--- config.mk ---
export PLATFORM = sky130hd
export DESIGN_NAME = sd_cmd_engine
export DESIGN_NICKNAME = d
export VERILOG_FILES = /design/src/rtl/sd_cmd_engine.sv
export SDC_FILE = /design/constraint.sdc
export NUM_CORES = 1
export LEC_CHECK = 0
export ABC_AREA = 1
export BUFFER_PORTS_ARGS = -buffer_cell sky130_fd_sc_hd__buf_2
export CAP_MARGIN = 20
export CORE_MARGIN = 1
export CORE_UTILIZATION = 50
export DETAILED_ROUTE_END_ITERATION = 8
export PLACE_DENSITY = 0.68
export SLEW_MARGIN = 40
export SYNTH_ARGS = -nofsm -noshare
export SYNTH_HDL_FRONTEND = slang
export SYNTH_SLANG_ARGS = --single-unit
--- constraint.sdc ---
create_clock -name clk -period 2.95 [get_ports clk]
set_input_delay 0.295 -clock clk [delete_from_list [all_inputs] [get_ports clk]]
set_output_delay 0.295 -clock clk [all_outputs]
set_load 0.005 [all_outputs]
--- src/rtl/sd_cmd_engine.sv ---
// sd_cmd_engine -- SD-bus CMD-line engine.
//
// Sends one 48-bit command frame (start 0, transmission 1, index, argument,
// CRC7, end 1) MSB first, one bit per sd_clk_en tick. It then optionally
// waits for a 48-bit response, checks it and presents its index and
// argument fields.
//
// Build option:
//   SD_RESP_CRC_CHECK_EN -- when defined, the response CRC7 is recomputed
//                           and compared.  When undefined, only the
//                           response end bit is checked.
//
// Parameter:
//   NCR_MAX      maximum number of ticks to wait for the response start bit
//
// Ports:
//   clk          system clock (rising edge)
//   resetn       asynchronous active-low reset
//   sd_clk_en    bit-tick enable, one CMD bit per tick
//   cmd_start    command request, honoured only when idle
//   cmd_index    command index (captured on accept)
//   cmd_arg      command argument (captured on accept)
//   resp_en      1 = expect a 48-bit response (captured on accept)
//   sd_cmd_in    CMD line input
//   sd_cmd_out   CMD line drive value
//   sd_cmd_oe    CMD line output enable
//   busy         operation in progress
//   cmd_done     one-cycle completion pulse
//   resp_timeout no response start bit within NCR_MAX ticks
//   resp_crc_err response CRC7 and/or end-bit error
//   resp_index   response bits [45:40]
//   resp_arg     response bits [39:8]
module sd_cmd_engine #(
   parameter int NCR_MAX = 64
) (
   input  logic        clk,
   input  logic        resetn,
   input  logic        sd_clk_en,
   input  logic        cmd_start,
   input  logic [5:0]  cmd_index,
   input  logic [31:0] cmd_arg,
   input  logic        resp_en,
   input  logic        sd_cmd_in,
   output logic        sd_cmd_out,
   output logic        sd_cmd_oe,
   output logic        busy,
   output logic        cmd_done,
   output logic        resp_timeout,
   output logic        resp_crc_err,
   output logic [5:0]  resp_index,
   output logic [31:0] resp_arg
);

   typedef enum logic [2:0] {
      ST_IDLE = 3'd0,
      ST_TX   = 3'd1,
      ST_WAIT = 3'd2,
      ST_RX   = 3'd3,
      ST_DONE = 3'd4
   } state_t;

   localparam int             WCW       = $clog2(NCR_MAX + 1);
   localparam logic [WCW-1:0] WAIT_LAST = WCW'(NCR_MAX - 1);
   localparam logic [WCW-1:0] WAIT_ONE  = WCW'(1);

   // The response history keeps the transmission bit only when it takes part
   // in the CRC.  The start bit is consumed in WAIT, and the end bit is taken
   // live from sd_cmd_in on the last RX tick.
`ifdef SD_RESP_CRC_CHECK_EN
   localparam int RXW = 46;
`else
   localparam int RXW = 45;
`endif

   // CRC7, polynomial x^7 + x^3 + 1, initial value 0, MSB first.
   function automatic logic [6:0] crc7_calc(input logic [39:0] data);
      logic [6:0] crc;
      logic       fb;
      crc = 7'd0;
      for (int i = 39; i >= 0; i--) begin
         fb  = data[i] ^ crc[6];
         crc = {crc[5:0], 1'b0};
         if (fb) begin
            crc = crc ^ 7'h09;
         end else begin
            crc = crc;
         end
      end
      return crc;
   endfunction

   function automatic logic [47:0] build_frame(input logic [5:0] idx, input logic [31:0] arg);
      logic [39:0] head;
      head = {2'b01, idx, arg};
      return {head, crc7_calc(head), 1'b1};
   endfunction

   state_t         state_r;
   state_t         state_nxt_s;
   logic [47:0]    frame_r;
   logic [5:0]     bit_cnt_r;
   logic [WCW-1:0] wait_cnt_r;
   logic           resp_en_r;
   logic [RXW-1:0] rx_sr_r;
   logic           rx_bad_s;

   // State register.
   always_ff @(posedge clk or negedge resetn) begin
      if (!resetn) begin
         state_r <= ST_IDLE;
      end else begin
         state_r <= state_nxt_s;
      end
   end

   // Next-state logic.  Every move except IDLE->TX and DONE->IDLE waits for a tick.
   always_comb begin
      state_nxt_s = state_r;
      case (state_r)
         ST_IDLE: begin
            if (cmd_start) state_nxt_s = ST_TX;
            else           state_nxt_s = ST_IDLE;
         end
         ST_TX: begin
            // bit_cnt_r == 48: the end bit has been on the line for one full tick.
            if (sd_clk_en && (bit_cnt_r == 6'd48)) state_nxt_s = resp_en_r ? ST_WAIT : ST_DONE;
            else                                   state_nxt_s = ST_TX;
         end
         ST_WAIT: begin
            if (!sd_clk_en)                    state_nxt_s = ST_WAIT;
            else if (!sd_cmd_in)               state_nxt_s = ST_RX;
            else if (wait_cnt_r == WAIT_LAST)  state_nxt_s = ST_DONE;
            else                               state_nxt_s = ST_WAIT;
         end
         ST_RX: begin
            if (sd_clk_en && (bit_cnt_r == 6'd46)) state_nxt_s = ST_DONE;
            else                                   state_nxt_s = ST_RX;
         end
         ST_DONE: state_nxt_s = ST_IDLE;
         default: state_nxt_s = ST_IDLE;
      endcase
   end

   // Response check, evaluated on the last RX tick. sd_cmd_in is then the end bit.
`ifdef SD_RESP_CRC_CHECK_EN
   always_comb begin
      rx_bad_s = (crc7_calc({1'b0, rx_sr_r[45:7]}) != rx_sr_r[6:0]) || !sd_cmd_in;
   end
`else
   always_comb begin
      rx_bad_s = !sd_cmd_in;
   end
`endif

   // Datapath and registered outputs.
   always_ff @(posedge clk or negedge resetn) begin
      if (!resetn) begin
         frame_r      <= 48'hFFFF_FFFF_FFFF;
         bit_cnt_r    <= 6'd0;
         wait_cnt_r   <= '0;
         resp_en_r    <= 1'b0;
         rx_sr_r      <= '0;
         sd_cmd_out   <= 1'b1;
         sd_cmd_oe    <= 1'b0;
         busy         <= 1'b0;
         cmd_done     <= 1'b0;
         resp_timeout <= 1'b0;
         resp_crc_err <= 1'b0;
         resp_index   <= 6'd0;
         resp_arg     <= 32'd0;
      end else begin
         // Control outputs follow the state being entered, so they are aligned with it.
         cmd_done  <= (state_nxt_s == ST_DONE);
         busy      <= (state_nxt_s != ST_IDLE);
         sd_cmd_oe <= (state_nxt_s == ST_TX);
         case (state_r)
            ST_IDLE: begin
               sd_cmd_out <= 1'b1;
               if (cmd_start) begin
                  frame_r      <= build_frame(cmd_index, cmd_arg);
                  resp_en_r    <= resp_en;
                  bit_cnt_r    <= 6'd0;
                  wait_cnt_r   <= '0;
                  resp_timeout <= 1'b0;
                  resp_crc_err <= 1'b0;
                  resp_index   <= 6'd0;
                  resp_arg     <= 32'd0;
               end else begin
                  bit_cnt_r    <= bit_cnt_r;
               end
            end
            ST_TX: begin
               if (sd_clk_en) begin
                  if (bit_cnt_r == 6'd48) begin
                     sd_cmd_out <= 1'b1;
                  end else begin
                     sd_cmd_out <= frame_r[47];
                     frame_r    <= {frame_r[46:0], 1'b1};
                     bit_cnt_r  <= bit_cnt_r + 6'd1;
                  end
               end else begin
                  sd_cmd_out <= sd_cmd_out;
               end
            end
            ST_WAIT: begin
               sd_cmd_out <= 1'b1;
               if (sd_clk_en) begin
                  if (!sd_cmd_in) begin
                     bit_cnt_r <= 6'd0;
                  end else if (wait_cnt_r == WAIT_LAST) begin
                     resp_timeout <= 1'b1;
                  end else begin
                     wait_cnt_r <= wait_cnt_r + WAIT_ONE;
                  end
               end else begin
                  wait_cnt_r <= wait_cnt_r;
               end
            end
            ST_RX: begin
               sd_cmd_out <= 1'b1;
               if (sd_clk_en) begin
                  rx_sr_r <= {rx_sr_r[RXW-2:0], sd_cmd_in};
                  if (bit_cnt_r == 6'd46) begin
                     resp_index   <= rx_sr_r[44:39];
                     resp_arg     <= rx_sr_r[38:7];
                     resp_crc_err <= rx_bad_s;
                  end else begin
                     bit_cnt_r <= bit_cnt_r + 6'd1;
                  end
               end else begin
                  rx_sr_r <= rx_sr_r;
               end
            end
            ST_DONE: begin
               sd_cmd_out <= 1'b1;
            end
            default: begin
               sd_cmd_out <= 1'b1;
            end
         endcase
      end
   end

endmodule

### Word level (Yosys, flattened, before mapping)

Index checks and enable logic that the tools add are counted.

* mux-type cells: 159
* $add $sub $neg: 2
* reductions and logical operators: 16
* equal/unequal tests: 19
* bitwise operators: 77

Operator list (count)
* 7-bit two-way mux: 81
* 4-bit two-way mux: 39
* 48-bit two-way mux: 3
* 32-bit two-way mux: 3
* 48-bit case mux with 2 select lines: 1
* 2-bit NOT: 39
* 32-bit case mux with 2 select lines: 1
* 6-bit two-way mux: 9
* 1-bit XOR: 38
* 6-bit case mux with 4 select lines: 1
* 2-bit inequality test (second input constant): 11
* 3-bit two-way mux: 6
* 7-bit case mux with 2 select lines: 1
* 6-bit equality test (second input constant): 2
* 3-bit case mux with 4 select lines: 1
* 6-bit case mux with 2 select lines: 1
* 1-bit two-way mux: 10
* 5-bit AND reduction: 2
* 4-bit AND reduction: 2
* 8-bit AND reduction: 1
* 7-bit by 1-bit adder with 7-bit output (second input constant): 1
* 7-bit by 6-bit equality test with 1-bit output (second input constant): 1
* 6-bit by 1-bit adder with 6-bit output (second input constant): 1
* 3-bit by 1-bit equality test with 1-bit output (second input constant): 2
* 10 further kinds: 16

* register bits: 154
* input port bits: 44
* output and inout bits: 44

### Longest topological paths before layout

Gate-level depths: netlist (run 1).

* depth after elaboration: 158
* mapped depth: 28
* gate-level depth less buffers: 28

### Least setup slack after synthesis (run 1)

No wires, ideal clock.

* kind: register to register
* from: register state_r[0]
* to: register resp_arg[13]
* arrival: 1.986 ns
* slack: 0.844 ns
* buffers on the path: 3
* setup time: 0.120 ns
* cell stages (with the launch flop): 11
* data required time: 2.830 ns
* cells stage by stage: dfrtp_1 inv_1 nor3_1 inv_1 o21ai_1 clkbuf_1 nor2_1 buf_2 buf_2 nand3_1 nand2_1

* word-level cells in the longest chain between the ends: 3
* elaborated cells on any way between the ends: 8

Ends and longest elaborated chain
* start, declared: line 98 `state_t state_r;`
* start signal, assigned: line 112 `state_r <= state_nxt_s;`
* 3-bit by 2-bit equality test with 1-bit output or 3-bit logical NOT (tied branches): line 176 `case (state_r)`
* 2-bit inequality test (no line) or 2-bit nonzero test (tied branches)
* 4-bit AND reduction (no line)
* end signal, assigned: line 225 `resp_arg <= rx_sr_r[38:7];`
* end, declared: line 51 `output logic [31:0] resp_arg`

Parallel ways exist; a longest one is shown, timed or not.
A chain may end at the register's enable or synchronous reset.

### Final worst setup path (run 1)

* from: register state_r[2]
* to: register bit_cnt_r[5]

* word-level cells in the longest chain between the ends: 3
* elaborated cells on any way between the ends: 14

Ends and longest elaborated chain
* 3-bit by 2-bit equality test with 1-bit output, or another cell as far along: line 176
* 4-bit nonzero test (no line) or 2-bit inequality test (tied branches)
* 8-bit AND reduction (no line)
* end signal, assigned: line 189 `bit_cnt_r <= bit_cnt_r;`
* end signal, assigned: line 199 `bit_cnt_r <= bit_cnt_r + 6'd1;`
* end signal, assigned: line 228 `bit_cnt_r <= bit_cnt_r + 6'd1;`
* end, declared: line 101 `logic [5:0] bit_cnt_r;`

Parallel ways exist; a longest one is shown, timed or not.

==> flow_summary.toml, run 1 <==
[logic_synthesis]
yosys_warnings = 0
netlist.area_leader.share_pct = 33.1
synthArstFlopShare_pct = 100
syn_area_per_cell_um2 = 8.40
synth_common_cells = "237 x nand2_1, 106 x inv_1, 105 x dfrtp_1"
syn_area_um2 = 7940
yosys_most_used_dff = "dfrtp_1"
synth-seq-cells = 153
yosysMostFrequentCell = "nand2_1"
synth.area.top_cells = "dfrtp_1 33%, dfstp_2 16%, nand2_1 11%"
yosysTopAreaCell = "dfrtp_1"
syn_inst = 945
synth_nets = 993
synth_edf_count = 0
yosysSeqAreaShare_pct = 49.0
synth.distinct_cells = 37

[global_routing]
gr-total-overflow = 0
grtUsageMet3_pct = 4.47
grt_max_degree = 82
gr-usage-all-layers_pct = 21.9
grt_use_met2_pct = 37.4
antenna_found_initial = 0
met1_usage_pct = 28.1
grt.busiest_layer = "met2"
grt_pass1_wl_um = 28600
grt_pass1_vias = 6202

[finish]
area_delta_synth_final_pct = 16.2
design_area_um2 = 9230
fillerInstances = 1400
nets = 1073
layout-drive-gt1-share_pct = 27.6
antennaDiodeCount = 0

[min_path]
hp-class = "in -> reg"

[sta]
fmax_mhz = 430
hold_viol = 0
rsz0062_at_grt = "false"
min_period_ns = 2.32
tightest_slew_ns = 0.762
finalCritPeriodShare_pct = 78.8
whs_ns = 0.104
setup_viol = 0
slew_violations = 0
timing.setup.tns_ns = 0
finClkSkew_ns = 0.0149
max_slew_margin_pct = 49.2
worst_slack_ns = 0.627

[placement]
dp_hpwl_um = 11300
gp_congestion = 0.812
placed_area_um2 = 8620
io_buffers = 87
pre_cts_ws_ns = 0.399

[power_and_ir_drop]
p_sw_share_pct = 37.8
p_total_mw = 7.89
pwr-share-comb_pct = 35.7
power_density_nw_per_um2 = 855
ir_drop_uv = 461
p_leak_nw = 4.99
p_switching_mw = 2.99
intPower_mw = 4.91
power.share.clock_pct = 27.5
p_seq_share_pct = 36.8

[die]
num_rows = 45
core_um2 = 15400
ioPinCount = 88
die_area_um2 = 16400
initial_core_util_pct = 51.6
die_w_um = 128
die_h_um = 128

[clock_tree]
clk_latency_ns = 0.43
cts_buffer_depth = 2
clock-sinks = 153
cts-root-buf = "clkbuf_16"
ctsResizeCount = 0
numCtsBuffers = 17
htree_levels = 4
tritoncts = "built"
clk_pin_slew_ns = 0.06

[setup_path]
cpPeakStageDelay_ns = 0.42
path_cells = "nor2_1 > nand2_1 > nor2_1 > a211oi_1 > nand2_1 > nor3_1 > nand2_1 > nand2_1 > o21ai_0 > a31oi_1"
crit_path_max_fanout = 13
crit_top_cell = "nand2_1"
crit_arrival_ns = 2.67
crit_required_ns = 3.29
critical_path_class = "reg -> reg"
startpoint_type = "flip-flop"
critPathTopFamily = "simple AND/OR/NAND/NOR gates"
end_kind = "flip-flop"
cp_num_buf_inv = 0
crit_slowest_cell = "dfrtp_1"

[route]
vias = 6472
drt_pass1_iterations = 4
route.detailed.drc = 0
vias_per_cell = 5.18
ant_nets = 0
wl_per_cell_um = 13.2
routed_wl_um = 16500
drt-initial-drc-count = 335

[flow_run]
timing.max_cap.violations = 0

[run_status]
status = "finished, final reports clean"
[worst paths after layout]
path	start	cells past startpoint	to	slack [ns]
max	state_r[2]$_DFF_PN0_	10	bit_cnt_r[5]$_DFFE_PN0P_	0.63
min	resp_en	3	resp_en_r$_DFFE_PN0P_	0.10
max reg2reg	state_r[2]$_DFF_PN0_	10	bit_cnt_r[5]$_DFFE_PN0P_	0.63
min reg2reg	frame_r[5]$_DFFE_PN1P_	2	frame_r[5]$_DFFE_PN1P_	0.47
max in group asynchronous	resetn	3	frame_r[33]$_DFFE_PN1P_	1.65
min in group asynchronous	resetn	2	resp_arg[27]$_DFFE_PN0P_	0.43
[area by class of cell]
class                   instances  area (µm²)  area share [%]
flip-flops and latches        153        3890            42.2
multi-input cells             639        3500            37.9
repair buffers                100         554            6.01
clock buffers                  18         439            4.76
inverters                     114         428            4.64
well taps                     211         264            2.86
clock inverters                14         154            1.67
[flip-flops by register name, indices dropped and copies added, names as in the netlist]
register	count
bit_cnt_r	6
busy	1
cmd_done	1
frame_r	47
resp_arg	32
resp_crc_err	1
resp_en_r	1
resp_index	6
resp_timeout	1
rx_sr_r	45
sd_cmd_oe	1
sd_cmd_out	1
state_r	3
wait_cnt_r	7
[power groups by stage]
stage | logic [mW] | registers (mW) | clock network, mW
6_report | 2.82 | 2.90 | 2.17
3_3_place_gp | 2.78 | 2.93 | 0
4_1_cts | 2.85 | 2.91 | 2.22
5_1_grt | 3.26 | 2.95 | 2.31
2_1_floorplan | 2.21 | 2.90 | 0
3_5_place_dp | 2.82 | 2.94 | 0
[worst min-delay path: cells and delay by family]
family                 cells  cell delay (ns)
and+or+nand+nor            1             0.04
AOI/OAI and AO/OA          1             0.06
buffers and inverters      1             0.09
[routing by layer]
layer	wire, µm	up-vias
met4	226	0
met3	596	20
met2	7880	128
met5	0	-
met1	7770	3059
li1	-	3265
[cells by family after synthesis]
family	synth area share (%)
compound gates	10.8
buf+inv	7.28
simple gates	24.8
flops	49.0
mux	6.24
fa+ha+maj	0.631
xor+xnor	1.32
[timing repair]
item,in CTS,in global routing
hold buffers,1,0
hold endpoints to repair,68,0
setup buffers,0,0
[metrics by stage]
stage	util (%)	std cells
after floorplan	-	945
after global placement	56.1	1216
after detailed placement	56.1	1216
after CTS	60.0	1249
after global routing	60.0	1249
final	60.0	1249
[placed cells by master (no fill, tap or decap), types with 17 or more instances in the layout]
master     Yosys  final
dfrtp_1      105    105
o211ai_1      38     38
mux2_2        44     44
inv_1        106    106
nand3_1       92     92
dfstp_2       48     48
nand2_2       40     41
nor2_1        27     25
buf_2          3     86
o21ai_0       91     91
nand2_1      237    236
clkbuf_16      0     17
Power figures use the tool's default switching activity.
==> inputs of run 2 (changes only) <==
Settings changed: ABC_AREA 1 to 0.
Clock period 2.95 ns to 2.15 ns, I/O delays scaled along.
==> flow_summary.toml, run 2 <==
[run_status]
status = "finished, final reports clean"

[die]
die_area_um2 = 15400
core_um2 = 14500
ioPinCount = 88
initial_core_util_pct = 51.1
num_rows = 44
die_h_um = 124
die_w_um = 124

[power_and_ir_drop]
p_sw_share_pct = 32.5
intPower_mw = 7.05
p_switching_mw = 3.40
power_density_nw_per_um2 = 1170
ir_drop_uv = 725
p_seq_share_pct = 39.4
pwr-share-comb_pct = 34.2
p_leak_nw = 4.47
p_total_mw = 10.5
power.share.clock_pct = 26.4

[route]
wl_per_cell_um = 15.5
ant_nets = 0
drt-initial-drc-count = 210
drt_pass1_iterations = 4
routed_wl_um = 15300
vias = 5235
route.detailed.drc = 0
vias_per_cell = 5.33

[finish]
largestRegisters = "frame_r: 47 flops, rx_sr_r: 45 flops, resp_arg: 32 flops"
largest_register_ffs = 47
final_common_cell = "nand2_1"
layout-drive-gt1-share_pct = 34.2
fillerInstances = 1210
area_delta_synth_final_pct = 20.6
nets = 833
regMostFlops = "frame_r"
antennaDiodeCount = 0
final_cells = 982
final_cell_mix = "142 x nand2_1, 105 x dfrtp_1, 86 x buf_2"

[setup_path]
path_cells = "or2_2 > or2_1 > o21ai_1 > o21ai_4 > buf_12 > o21ai_0"
crit_required_ns = 2.48
reg2reg_slack_ns = 0.07
crit_cells = 6
reg2regPathDepth = 6
cp_num_buf_inv = 1
crit_path_max_fanout = 52
cpPeakStageDelay_ns = 0.46
crit_arrival_ns = 2.42
startpoint_type = "flip-flop"
crit_slowest_cell = "dfrtp_1"
critical_path_class = "reg -> reg"
cp-endpoint = "frame_r[10]$_DFFE_PN1P_"
r2r-end = "frame_r[10]$_DFFE_PN1P_"
end_kind = "flip-flop"
worstReg2RegStart = "state_r[0]$_DFF_PN0_"
startpoint = "state_r[0]$_DFF_PN0_"
critPathTopFamily = "simple AND/OR/NAND/NOR gates"

[clock_tree]
cts-root-buf = "clkbuf_16"
clock-sinks = 153
htree_levels = 4
postCtsSetupRepairBufs = 0
clk_latency_ns = 0.42
cts_buffer_depth = 2
tritoncts = "built"
numCtsBuffers = 17
clk_pin_slew_ns = 0.07

[logic_synthesis]
syn_area_per_cell_um2 = 11.1
synth.distinct_cells = 53
syn_area_um2 = 7430
synth_top_family_by_area = "simple AND/OR/NAND/NOR gates"
yosysMostFrequentCell = "nand2_1"
synth_fa_ha_area_share_pct = 0.674
synth_compound_gate_area_share_pct = 6.28
yosys_most_used_dff = "dfrtp_1"
synth.area.top_cells = "dfrtp_1 35%, dfstp_2 17%, nand2_1 7.2%"
synth_mux_area_share_pct = 12.5
synth_nets = 720
synth_common_cells = "142 x nand2_1, 105 x dfrtp_1, 55 x o21ai_0"
yosysTopAreaCell = "dfrtp_1"
synth_xor_area_share_pct = 12.1
syn_inst = 672
synth-simple-area-share_pct = 14.0
yosysSeqAreaShare_pct = 52.3
yosys_warnings = 0
synth_edf_count = 0
netlist.area_leader.share_pct = 35.4
synth-seq-cells = 153
synthArstFlopShare_pct = 100

[global_routing]
gr-usage-all-layers_pct = 21.5
grt_use_met2_pct = 36.1
met1_usage_pct = 26.5
grt_pass1_wl_um = 25200
gr-total-overflow = 0
grtUsageMet3_pct = 5.08
antenna_found_initial = 0
grt.busiest_layer = "met2"
grt_max_degree = 55
grt_pass1_vias = 5222

[placement]
pre_cts_ws_ns = -0.141
place_inst = 948
dp_hpwl_um = 10700
io_buffers = 87
gp_congestion = 0.822

[sta]
finalCritPeriodShare_pct = 96.9
slew_violations = 0
timing.setup.tns_ns = 0
finClkSkew_ns = 0.00860
setup_viol = 0
fmax_mhz = 480
whs_ns = 0.117
worst_slack_ns = 0.0676
max_slew_margin_pct = 62.2
rsz0062_at_grt = "true"
hold_viol = 0
tightest_slew_ns = 0.565
min_period_ns = 2.08

[min_path]
hp-class = "in -> reg"

[flow_run]
timing.max_cap.violations = 0
-- run 2: layout make-up --
class / count / area [µm²] / area share, %
multi-input cells: 478 / 3430 / 38.2
flip-flops and latches: 153 / 3890 / 43.4
well taps: 184 / 230 / 2.57
clock inverters: 14 / 114 / 1.27
repair buffers: 130 / 845 / 9.42
inverters: 5 / 18.8 / 0.209
clock buffers: 18 / 439 / 4.90
-- run 2: how the worst min path moves through the flow --
| stage | from | end | slack (ns) | cells after the start |
|---|---|---|---|---|
| global placement | resetn | wait_cnt_r[4]$_DFFE_PN0P_ | 0.19 | 1 |
| floorplan | resetn | bit_cnt_r[0]$_DFFE_PN0P_ | -0.08 | 0 |
| detailed placement | resetn | wait_cnt_r[5]$_DFFE_PN0P_ | 0.20 | 1 |
| finish | cmd_arg[4] | frame_r[12]$_DFFE_PN1P_ | 0.12 | 3 |
| CTS | cmd_arg[4] | frame_r[12]$_DFFE_PN1P_ | 0.10 | 3 |
| global route | cmd_arg[4] | frame_r[12]$_DFFE_PN1P_ | 0.11 | 3 |
-- run 2: repair_timing --
action / CTS / global route
endpoints found under the hold margin: 51 / 0
hold buffers: 2 / 0
resized for setup: 1 / 3
setup endpoints to repair: 32 / 42
-- run 2: through the flow --
step,util (%),instance area [µm²]
final,61.7,8960
after global routing,61.7,8960
after CTS,61.6,8950
after detailed placement,57.6,8370
after global placement,57.6,8370
after floorplan,-,7430
-- run 2: power by group through the flow --
stage | Clock (mW) | Combinational [mW] | Sequential [mW]
final | 2.76 | 3.58 | 4.11
after global routing | 2.96 | 3.96 | 4.19
after CTS | 2.82 | 3.62 | 4.12
after detailed placement | 0 | 3.58 | 4.16
after global placement | 0 | 3.46 | 4.12
after floorplan | 0 | 2.63 | 4.05
-- run 2: worst reg2reg max path: stages, from the launching register on --
cell,delay [ns]
dfrtp_1,0.46
or2_2,0.35
or2_1,0.35
o21ai_1,0.22
o21ai_4,0.18
buf_12,0.22
o21ai_0,0.23
-- run 2: layer usage --
metal	part of all wire, %	wire [µm]
met5	0	0
met4	2.3	353
met3	3.6	550
met2	50	7630
met1	44	6710
-- run 2: logic make-up (layout without fill, tap and decap cells) --
group                    count (synthesis)  count (layout)
flip-flops                             153             153
buffers and inverters                   41             167
XOR/XNOR                                69              69
AND/OR/NAND/NOR                        238             238
multiplexers                            87              87
adder cells (fa/ha/maj)                  4               4
AO/OA/AOI/OAI                           80              80
==> inputs of run 3 (changes only) <==
Settings changed: CORE_UTILIZATION 50 to 58, PLACE_DENSITY 0.68 to 0.77, REMOVE_ABC_BUFFERS set to 1.
==> flow_summary.toml, run 3 (synthesized netlist as in run 2, its figures left out) <==
[run_status]
status = "finished, final reports clean"

[setup_path]
crit_path_max_fanout = 8
cpPeakStageDelay_ns = 0.55
path_cells = "or3b_2 > nor4_4 > buf_4 > a21oi_1 > nor3b_1 > or3_1"
worstReg2RegStart = "state_r[0]$_DFF_PN0_"
startpoint_type = "flip-flop"
crit_slowest_cell = "or3b_2"
end_kind = "flip-flop"
crit_arrival_ns = 2.37
cp_num_buf_inv = 1
critical_path_class = "reg -> reg"
critPathTopFamily = "simple AND/OR/NAND/NOR gates"
crit_required_ns = 2.50
startpoint = "state_r[0]$_DFF_PN0_"

[finish]
layout-drive-gt1-share_pct = 33.8
final_cells = 963
design_area_um2 = 9000
nets = 830
largestRegisters = "frame_r: 47 flops, rx_sr_r: 45 flops, resp_arg: 32 flops"
largest_register_ffs = 47
fillerInstances = 858
regMostFlops = "frame_r"
area_delta_synth_final_pct = 21.1
final_common_cell = "nand2_1"
antennaDiodeCount = 0
final_cell_mix = "142 x nand2_1, 105 x dfrtp_1, 86 x buf_2"

[route]
drt-initial-drc-count = 335
routed_wl_um = 15400
vias = 5222
route.detailed.drc = 0
vias_per_cell = 5.42
wl_per_cell_um = 16.0
drt_pass1_iterations = 4
ant_nets = 0

[power_and_ir_drop]
ir_drop_uv = 692
p_leak_nw = 4.49
power_density_nw_per_um2 = 1190
p_total_mw = 10.7

[global_routing]
grt_pass1_vias = 5351
grt_max_degree = 66
grt_pass1_wl_um = 25600
gr-total-overflow = 0
gr-usage-all-layers_pct = 25.1
antenna_found_initial = 0

[sta]
finalCritPeriodShare_pct = 94.0
fmax_mhz = 495
worst_slack_ns = 0.130
min_period_ns = 2.02
whs_ns = 0.109
max_slew_margin_pct = 60.0
tightest_slew_ns = 0.600
finClkSkew_ns = 0.0110
hold_viol = 0
setup_viol = 0
slew_violations = 0

[placement]
placed_area_um2 = 8340
pre_cts_ws_ns = -0.131
place_inst = 929
dp_hpwl_um = 10700
gp_congestion = 0.891
io_buffers = 87

[die]
ioPinCount = 88
die_w_um = 115
initial_core_util_pct = 60.6
num_rows = 40
die_h_um = 115
die_area_um2 = 13300
core_um2 = 12300

[min_path]
hp-start = "cmd_arg[10]"
hp-class = "in -> reg"

[clock_tree]
cts-root-buf = "clkbuf_16"
clock-sinks = 153
cts_buffer_depth = 2
clk_pin_slew_ns = 0.06
tritoncts = "built"
htree_levels = 4
clk_latency_ns = 0.42
postCtsSetupRepairBufs = 0
numCtsBuffers = 17

[flow_run]
timing.max_cap.violations = 0
==> run 3: path summary, 6_finish.rpt <==
kind,cells after the start,endpoint,slack (ns)
min reg2reg,2,resp_arg[27]$_DFFE_PN0P_,0.46
max reg2reg,6,busy$_DFF_PN0_,0.13
min,3,frame_r[18]$_DFFE_PN1P_,0.11
max in group asynchronous,3,sd_cmd_out$_DFFE_PN1N_,1.03
max,6,busy$_DFF_PN0_,0.13
min in group asynchronous,2,resp_en_r$_DFFE_PN0P_,0.39
==> run 3: stage by stage <==
step           TNS (ns)  util [%]
2_1_floorplan   -257.28         -
4_1_cts               0      73.1
3_5_place_dp     -0.281      68.0
6_report              0      73.4
5_1_grt        -0.00139      73.4
3_3_place_gp    -0.0936      68.0
==> run 3: timing repair <==
| item | CTS | global route |
|---|---|---|
| gates resized for setup | 2 | 5 |
| hold buffers | 2 | 0 |
| endpoints found under the hold margin | 17 | 0 |
| setup endpoints to repair | 1 | 10 |
| cloned | 0 | 0 |
==> run 3: layout make-up <==
cell class,instances,area [µm²],area share [%]
clock buffers,23,500,5.56
multi-input cells,478,3460,38.4
well taps,168,210,2.34
inverters,5,18.8,0.209
flip-flops and latches,153,3890,43.2
repair buffers,127,835,9.28
clock inverters,9,87.6,0.973
==> run 3: metal layers <==
metal,vias up,global-route usage [%],routed length (µm),share of wire [%]
li1,2523,-,-,-
met1,2552,31.8,6550,42
met2,119,42.6,7920,51
met3,28,4.59,632,4.1
met4,0,11.1,326,2.1
met5,-,0,0,0
==> run 3: power breakdown <==
group,leakage (nW),internal (mW),switching [mW]
Clock,0.292,1.77,1.14
Combinational,2.26,1.81,1.90
Sequential,1.94,3.77,0.339
Total,4.49,7.34,3.38
==> run 3: worst reg2reg max path, cell delays in order (launching register included) <==
cell and delay (ns):
dfrtp_1 0.44, or3b_2 0.55, nor4_4 0.33, buf_4 0.17, a21oi_1 0.08, nor3b_1 0.24, or3_1 0.15
